[src/rtl/cpu_seq_pkg.sv]
// Shared encodings for the multicycle CPU sequencer: FSM states, branch codes and
// the default memory-response timeout.
package cpu_seq_pkg;

    typedef enum logic [2:0] {
        StIdle   = 3'd0,
        StFetch  = 3'd1,
        StDecode = 3'd2,
        StExec   = 3'd3,
        StMem    = 3'd4,
        StWb     = 3'd5,
        StTrap   = 3'd6
    } state_e;

    localparam logic [2:0] BrNone = 3'b000;
    localparam logic [2:0] BrJal  = 3'b001;
    localparam logic [2:0] BrJalr = 3'b010;
    // Any code with bit 2 set is a conditional branch resolved by br_taken.
    localparam int unsigned BrCondBit = 2;

    localparam int unsigned DefaultTimeout = 255;

endpackage

[src/rtl/cpu_seq_if.sv]
// Memory request bus between the sequencer (master) and the memory system (slave).
interface cpu_seq_if;

    logic mem_req;
    logic mem_we;
    logic mem_addr_sel;
    logic mem_gnt;
    logic mem_rvalid;

    modport master (
        output mem_req,
        output mem_we,
        output mem_addr_sel,
        input  mem_gnt,
        input  mem_rvalid
    );

    modport slave (
        input  mem_req,
        input  mem_we,
        input  mem_addr_sel,
        output mem_gnt,
        output mem_rvalid
    );

endinterface

[src/rtl/seq_mem_port.sv]
// req/gnt/rvalid handshake with response timer, shared by instruction fetch and data access.
module seq_mem_port
    import cpu_seq_pkg::*;
#(
    parameter int unsigned TIMEOUT = DefaultTimeout
) (
    input  logic clk,
    input  logic rst_n,
    input  logic active,
    input  logic gnt,
    input  logic rvalid,
    output logic req,
    output logic accept,
    output logic timeout
);

    localparam logic [7:0] TimerLimit = 8'(TIMEOUT - 1);

    logic       granted_q;
    logic [7:0] timer_q;

    // Leaving the FETCH/MEM state clears the handshake, so each new request starts fresh.
    always_ff @(posedge clk or negedge rst_n) begin
        if (!rst_n) begin
            granted_q <= 1'b0;
            timer_q   <= '0;
        end else if (!active) begin
            granted_q <= 1'b0;
            timer_q   <= '0;
        end else begin
            if (req && gnt) begin
                granted_q <= 1'b1;
            end
            if (timer_q != 8'hFF) begin
                timer_q <= timer_q + 8'd1;
            end
        end
    end

    assign req     = active && !granted_q;
    // rvalid only counts once the grant has been registered.
    assign accept  = active && granted_q && rvalid;
    assign timeout = active && !accept && (timer_q >= TimerLimit);

endmodule

[src/rtl/cpu_seq.sv]
// Multicycle CPU control sequencer: FETCH/DECODE/EXEC/MEM/WB with sticky trap on
// illegal instructions or memory timeout.
module cpu_seq
    import cpu_seq_pkg::*;
#(
    parameter int unsigned TIMEOUT = DefaultTimeout,
    parameter int unsigned CNT_W   = 32
) (
    input  logic             clk,
    input  logic             rst_n,
    input  logic             start,
    input  logic             dec_reg_write,
    input  logic             dec_mem_write,
    input  logic             dec_load,
    input  logic [2:0]       dec_branch,
    input  logic             br_taken,
    cpu_seq_if.master        mem,
    output logic             ir_we,
    output logic             rf_we,
    output logic             pc_we,
    output logic             pc_sel,
    output logic [2:0]       state,
    output logic             trap,
    output logic [CNT_W-1:0] retire_cnt
);

    state_e           state_q, state_d;
    logic [CNT_W-1:0] retire_cnt_q;
    logic             port_active, port_req, port_accept, port_timeout;
    logic             in_wb, illegal, jump, cond_taken;

    assign port_active = (state_q == StFetch) || (state_q == StMem);

    seq_mem_port #(
        .TIMEOUT(TIMEOUT)
    ) u_mem_port (
        .clk    (clk),
        .rst_n  (rst_n),
        .active (port_active),
        .gnt    (mem.mem_gnt),
        .rvalid (mem.mem_rvalid),
        .req    (port_req),
        .accept (port_accept),
        .timeout(port_timeout)
    );

    assign illegal    = !dec_reg_write && !dec_mem_write && (dec_branch == BrNone);
    assign jump       = (dec_branch == BrJal) || (dec_branch == BrJalr);
    assign cond_taken = dec_branch[BrCondBit] && br_taken;

    always_comb begin
        state_d = state_q;
        unique case (state_q)
            StIdle:   if (start) state_d = StFetch;
            StFetch: begin
                if (port_accept)       state_d = StDecode;
                else if (port_timeout) state_d = StTrap;
            end
            StDecode: state_d = illegal ? StTrap : StExec;
            StExec:   state_d = (dec_load || dec_mem_write) ? StMem : StWb;
            StMem: begin
                if (port_accept)       state_d = StWb;
                else if (port_timeout) state_d = StTrap;
            end
            StWb:     state_d = StFetch;
            StTrap:   state_d = StTrap;
            default:  state_d = StTrap;
        endcase
    end

    always_ff @(posedge clk or negedge rst_n) begin
        if (!rst_n) begin
            state_q      <= StIdle;
            retire_cnt_q <= '0;
        end else begin
            state_q <= state_d;
            if (state_q == StWb) begin
                retire_cnt_q <= retire_cnt_q + CNT_W'(1);
            end
        end
    end

    assign in_wb = (state_q == StWb);

    assign mem.mem_req      = port_req;
    assign mem.mem_we       = (state_q == StMem) && dec_mem_write;
    assign mem.mem_addr_sel = (state_q == StMem);

    assign ir_we      = (state_q == StFetch) && port_accept;
    assign rf_we      = in_wb && dec_reg_write;
    assign pc_we      = in_wb;
    assign pc_sel     = in_wb && (jump || cond_taken);
    assign state      = state_q;
    assign trap       = (state_q == StTrap);
    assign retire_cnt = retire_cnt_q;

endmodule

[src/flat_wrapper.sv]
// flat-port wrapper written by rule: the top's interface ports become plain ports
module cpu_seq_flat import cpu_seq_pkg::*;
#(
    parameter int unsigned TIMEOUT = DefaultTimeout,
    parameter int unsigned CNT_W   = 32
)
  (clk, rst_n, start, dec_reg_write, dec_mem_write, dec_load, dec_branch, br_taken, ir_we, rf_we, pc_we, pc_sel, state, trap, retire_cnt, mem_mem_req, mem_mem_we, mem_mem_addr_sel, mem_mem_gnt, mem_mem_rvalid);
  cpu_seq_if mem_i ();
  input  logic clk;
  input  logic rst_n;
  input  logic start;
  input  logic dec_reg_write;
  input  logic dec_mem_write;
  input  logic dec_load;
  input  logic [2:0] dec_branch;
  input  logic br_taken;
  output logic ir_we;
  output logic rf_we;
  output logic pc_we;
  output logic pc_sel;
  output logic [2:0] state;
  output logic trap;
  output logic [CNT_W-1:0] retire_cnt;
  output wire logic [$bits(mem_i.mem_req)-1:0] mem_mem_req;
  output wire logic [$bits(mem_i.mem_we)-1:0] mem_mem_we;
  output wire logic [$bits(mem_i.mem_addr_sel)-1:0] mem_mem_addr_sel;
  input wire logic [$bits(mem_i.mem_gnt)-1:0] mem_mem_gnt;
  input wire logic [$bits(mem_i.mem_rvalid)-1:0] mem_mem_rvalid;
  assign mem_mem_req = mem_i.mem_req;
  assign mem_mem_we = mem_i.mem_we;
  assign mem_mem_addr_sel = mem_i.mem_addr_sel;
  assign mem_i.mem_gnt = mem_mem_gnt;
  assign mem_i.mem_rvalid = mem_mem_rvalid;
  cpu_seq #(.TIMEOUT(TIMEOUT), .CNT_W(CNT_W)) u_core (.clk(clk), .rst_n(rst_n), .start(start), .dec_reg_write(dec_reg_write), .dec_mem_write(dec_mem_write), .dec_load(dec_load), .dec_branch(dec_branch), .br_taken(br_taken), .mem(mem_i), .ir_we(ir_we), .rf_we(rf_we), .pc_we(pc_we), .pc_sel(pc_sel), .state(state), .trap(trap), .retire_cnt(retire_cnt));
endmodule
[config.mk]
export PLATFORM = sky130hd
export DESIGN_NAME = cpu_seq_flat
export DESIGN_NICKNAME = d
export VERILOG_FILES = /design/src/rtl/cpu_seq_pkg.sv /design/src/rtl/cpu_seq_if.sv /design/src/rtl/seq_mem_port.sv /design/src/rtl/cpu_seq.sv /design/src/flat_wrapper.sv
export SDC_FILE = /design/constraint.sdc
export NUM_CORES = 1
export LEC_CHECK = 0
export CORE_AREA = 4 4 72 74
export DETAILED_ROUTE_END_ITERATION = 12
export DIE_AREA = 0 0 76 78
export PLACE_DENSITY = 0.8
export SYNTH_ARGS = -nofsm -noshare
export SYNTH_HDL_FRONTEND = slang
export SYNTH_SLANG_ARGS = --single-unit
[constraint.sdc]
create_clock -name clk -period 2.7 [get_ports clk]
set_input_delay 0.405 -clock clk [delete_from_list [all_inputs] [get_ports clk]]
set_output_delay 0.405 -clock clk [all_outputs]
set_load 0.005 [all_outputs]
# Word-level counts from Yosys, hierarchy flattened
# Index checks and enable logic that the tools add are counted.
[op_classes]
n_addsub = 2
mul = 0
div = 0
n_lt_le_gt_ge = 1
eq_ne = 12
shift = 0
mux = 11
bitwise_logic = 0
n_reduce_logical = 23
[op_table]
columns = ["cell", "count"]
rows = [
  ["$add A32 B1 Y32 const B", 1],
  ["$pmux W3 S6", 1],
  ["$mux W8", 2],
  ["$mux W3", 5],
  ["$logic_and A1 B1 Y1", 13],
  ["$eq A3 B2 Y1 const B", 3],
  ["$eq A3 B3 Y1 const B", 3],
  ["$add A8 B1 Y8 const B", 1],
  ["$ge A8 B8 Y1 const B", 1],
  ["$ne A8 B8 Y1 const B", 1],
  ["$eq A3 B1 Y1 const B", 2],
  ["$logic_not A3 Y1", 2],
  ["$logic_not A1 Y1", 4],
  ["$logic_or A1 B1 Y1", 4],
  ["$ne A2 B1 Y1 const B", 2],
  ["$mux W1", 3],
  ["$ne A2 B2 Y1 const B", 1],
]
[totals]
ff_bits = 44
latch_bits = 0
ram_bits = 0
romBits = 0
input_bits = 12
memories = 0

# Longest topological paths before layout
[logic_depth]
word_depth = 10
ltp_mapped = 6
ltp_nobuf = 6

# Cells and area by module
# A second synthesis with hierarchy kept.
[unflattened]
cells_unflattened = 211
area_unflattened_um2 = 2247.2
[by_module_without_submodules]
columns = ["mod", "n_inst", "cells_each", "area_each_um2", "seq_area_each_um2"]
rows = [
  ["cpu_seq", 1, 162, 1766.7, 875.8],
  ["seq_mem_port", 1, 49, 480.5, 225.2],
]

# Worst setup path after synthesis
# Ideal clock, no wire load.
[synth_timing]
kind = "register to output"
from = "register u_core.state_q[2], in the netlist u_core.state[2]"
to = "output mem_mem_req"
arrival_time_ns = 1.179
required_time_ns = 2.295
slack_ns = 1.116
stages_incl_launch_ff = 6
path_buffers = 2
path_cell_list = "dfrtp_1 > buf_2 > nand2b_1 > a21o_1 > clkbuf_1 > nor2_1"
[synth_between]
elab_chain_len = 3
[synth_lines]
columns = ["element", "line_no", "source"]
rows = [
  ["start, declared", "cpu_seq.sv:27", "state_e state_q, state_d;"],
  ["start signal, assigned", "cpu_seq.sv:73", "state_q <= StIdle;"],
  ["start signal, assigned", "cpu_seq.sv:76", "state_q <= state_d;"],
  ["$eq A3 B1 Y1 or $eq A3 B3 Y1 (tied branches)", "cpu_seq.sv:32", "assign port_active = (state_q == StFetch) || (state_q == StMem);"],
  ["$logic_or A1 B1 Y1 *", "cpu_seq.sv:32", ""],
  ["$logic_and A1 B1 Y1 *", "seq_mem_port.sv:40", "assign req = active && !granted_q;"],
  ["end, declared", "flat_wrapper.sv:24", "output wire logic [$bits(mem_i.mem_req)-1:0] mem_mem_req;"],
]
# Every way passes the cells marked *; elsewhere a longest branch is shown, timed or not.

# Worst setup path in the final report
# Same ends and word-level chain as after synthesis.

==> summary.md <==
| Metric | Value |
|---|---|
| Critical path launch point | `u_core.state[2]` |
| Fraction of layout cells with a size suffix above 1 | `6.32%` |
| Clk_skew | `10.2 ps` |
| Port bufs | `54` |
| Relative slew slack | `36.7%` |
| WL per Instance | `13.8 µm` |
| Crit end category | `primary output` |
| Routability cong. | `0.801` |
| Die height | `78 µm` |
| Total GRT Usage | `16.1%` |
| CP Max Fanout | `10` |
| RSZ-0062 raised after global routing | `no` |
| Area growth syn-to-layout | `29.5%` |
| Initial antenna violation count | `0` |
| CP Launch Type | `flop` |
| Mapped Area | `2240 µm²` |
| Skew-Pair Late Insertion Delay | `300 ps` |
| Resize count post-CTS | `0` |
| Ant diodes | `0` |
| Vias in the first global route | `1720` |
| R2R Setup Slk | `860 ps` |
| Top FF cell, synth | `dfrtp_1` |
| Worst Hold Class | `primary input to async pin` |
| WP data arrival | `1980 ps` |
| Die ar. | `5930 µm²` |
| GR Overflow Total | `0` |
| Yosys warning count | `0` |
| Total negative setup slack | `0 ps` |
| Status | `finished clean` |
| Worst-margin pin slew | `950 ps` |
| Critical path class | `flop to primary output` |
| Core Area | `4600 µm²` |
| Cell Rows | `25` |
| H-tree Lvls | `2` |
| Commonest non-fill, non-tap cell in the layout | `clkdlybuf4s50_1` |
| Worst vdd ir | `0.000489 V` |
| Post-synth cell types | `36` |
| Pwr dens | `636 nW/µm²` |
| Initial core utilization | `48.7%` |
| FILL cells | `389` |
| FF-to-FF Start | `u_core.retire_cnt[9]` |
| DR DRC count | `0` |
| FFs w/ async S/R, synth | `100%` |
| CTS tree | `built` |
| Slew Limit Fails | `0` |
| Crit Reg-Reg Endpoint | `u_core.retire_cnt[21]` |
| Cells after Synth | `214` |
| Root buffer cell | `clkbuf_8` |
| Post-layout nets | `283` |
| Crit path capture | `mem_mem_req` |
| Vias per cell | `5.40` |
| Drt pass-1 iters | `4` |
| Clk pin slew, worst setup/hold paths | `80 ps` |
| # setup viols final | `0` |
| CP required | `2300 ps` |
| Detailed placement HPWL | `3.18 mm` |
| First-pass GRT wire length | `7.77 mm` |
| Avg Inst Size Synth | `10.5 µm²` |
| Number of synthesized flops with an enable pin | `0` |
| Fmax | `0.419 GHz` |
| FF/Latch Area | `1100 µm²` |
| Vias | `1743` |
| Max clock buf depth | `2` |
| Placed Instances | `315` |
| Sequential share of the synthesized area | `49.2%` |
| I/O pin cnt | `55` |
| Mapped Nets | `229` |
| Hold-fix buffers, CTS | `0` |
| Flops & latches, synth | `44` |
| Max-Cap Viols | `0` |
| Final Cycle Share | `88.4%` |
| Routed wire length | `4.46 mm` |
| Pin count of the biggest net entering global routing | `45` |
| Clk sinks | `44` |
| Antenna-violating nets left | `0` |
| DRT iter0 DRCs | `87` |
| Multi-input gate area | `1090 µm²` |
| Worst Reg-to-Reg Cells | `4` |
| Most frequent cells in the layout | `53 x clkdlybuf4s50_1, 44 x dfrtp_1, 29 x xnor2_1, 20 x nor2_1, 14 x nand4_1` |
| Die W | `76 µm` |
| Static Leak | `1.24 nW` |
| Layout Cells excl Fill | `323` |
| Count of final hold-check violations | `0` |
| Total CTS buffers | `5` |
| Tmin final | `2390 ps` |
| Post-CTS Setup Bufs | `0` |
worst max-delay path, cell delays in order (launching register included):
cell and delay (ps):
dfrtp_1 500, nand2b_1 230, a21o_1 310, nor2_1 130, clkdlybuf4s50_1 510
routing by layer:
layer  track usage [%]  wire length (µm)
met1              19.4              2030
met4              5.87                65
met2              24.8              1980
met5                 0                 0
met3              7.89               381
registers in the layout, indices dropped and copies added, names as in the netlist:
register                     flops
u_core.retire_cnt               32
u_core.u_mem_port.timer_q        8
u_core.state                     3
u_core.u_mem_port.granted_q      1
kinds of logic after synthesis:
logic type                 after synthesis  synth area share (%)
and+or+nand+nor                        100                  26.7
DFF                                     44                  49.2
xor gates and xnor gates                35                  13.7
AOI/OAI and AO/OA                       20                  5.92
buffers and inverters                   11                  2.29
adders and majority gates                3                  1.68
muxes                                    1                 0.503
area by class of cell:
| class | instances | share of cell area [%] |
|---|---|---|
| timing repair buffer | 54 | 18.5 |
| clock buffer | 7 | 2.98 |
| tap | 54 | 2.33 |
| clock inverter | 1 | 0.259 |
| sequential | 44 | 38.0 |
| multi-input combinational | 159 | 37.5 |
| inverter | 4 | 0.518 |
where the power goes:
group | switching [mW] | internal [mW]
logic | 0.237 | 0.295
clock network | 0.225 | 0.208
registers | 0.145 | 0.733
stage by stage:
stage / instance area (µm²) / util, % / hold WS, ps / setup slack, ps / total power, mW
6_report: 2900 / 63.0 / 250 / 315 / 1.84
5_1_grt: 2900 / 63.0 / 326 / 160 / 1.98
4_1_cts: 2900 / 63.0 / 281 / 283 / 1.87
3_5_place_dp: 2810 / 61.0 / 466 / 524 / 1.43
3_3_place_gp: 2810 / 61.0 / 459 / 549 / 1.41
2_1_floorplan: 2240 / - / 109 / 1120 / 1.16
worst min path at each step:
stage,startpoint,to,slack (ps),depth (start not counted)
floorplan,rst_n,u_core.retire_cnt[0],110,0
global placement,u_core.retire_cnt[31],u_core.retire_cnt[31],460,1
detailed placement,u_core.retire_cnt[31],u_core.retire_cnt[31],470,1
CTS,rst_n,u_core.retire_cnt[6],280,1
global route,rst_n,u_core.retire_cnt[6],330,1
finish,rst_n,u_core.retire_cnt[13],250,1
Yosys cell counts (6+ instances only):
cell type,count,share of area (%)
nand3_1,12,2.7
and3_1,8,2.2
nor2_1,20,3.4
nor3_1,6,1.3
xor2_1,6,2.3
nand4_1,14,3.9
and2_1,9,2.5
dfrtp_1,44,49
xnor2_1,29,11
nand2_1,12,2.0
Note: power is estimated with default switching activity, not from simulation.
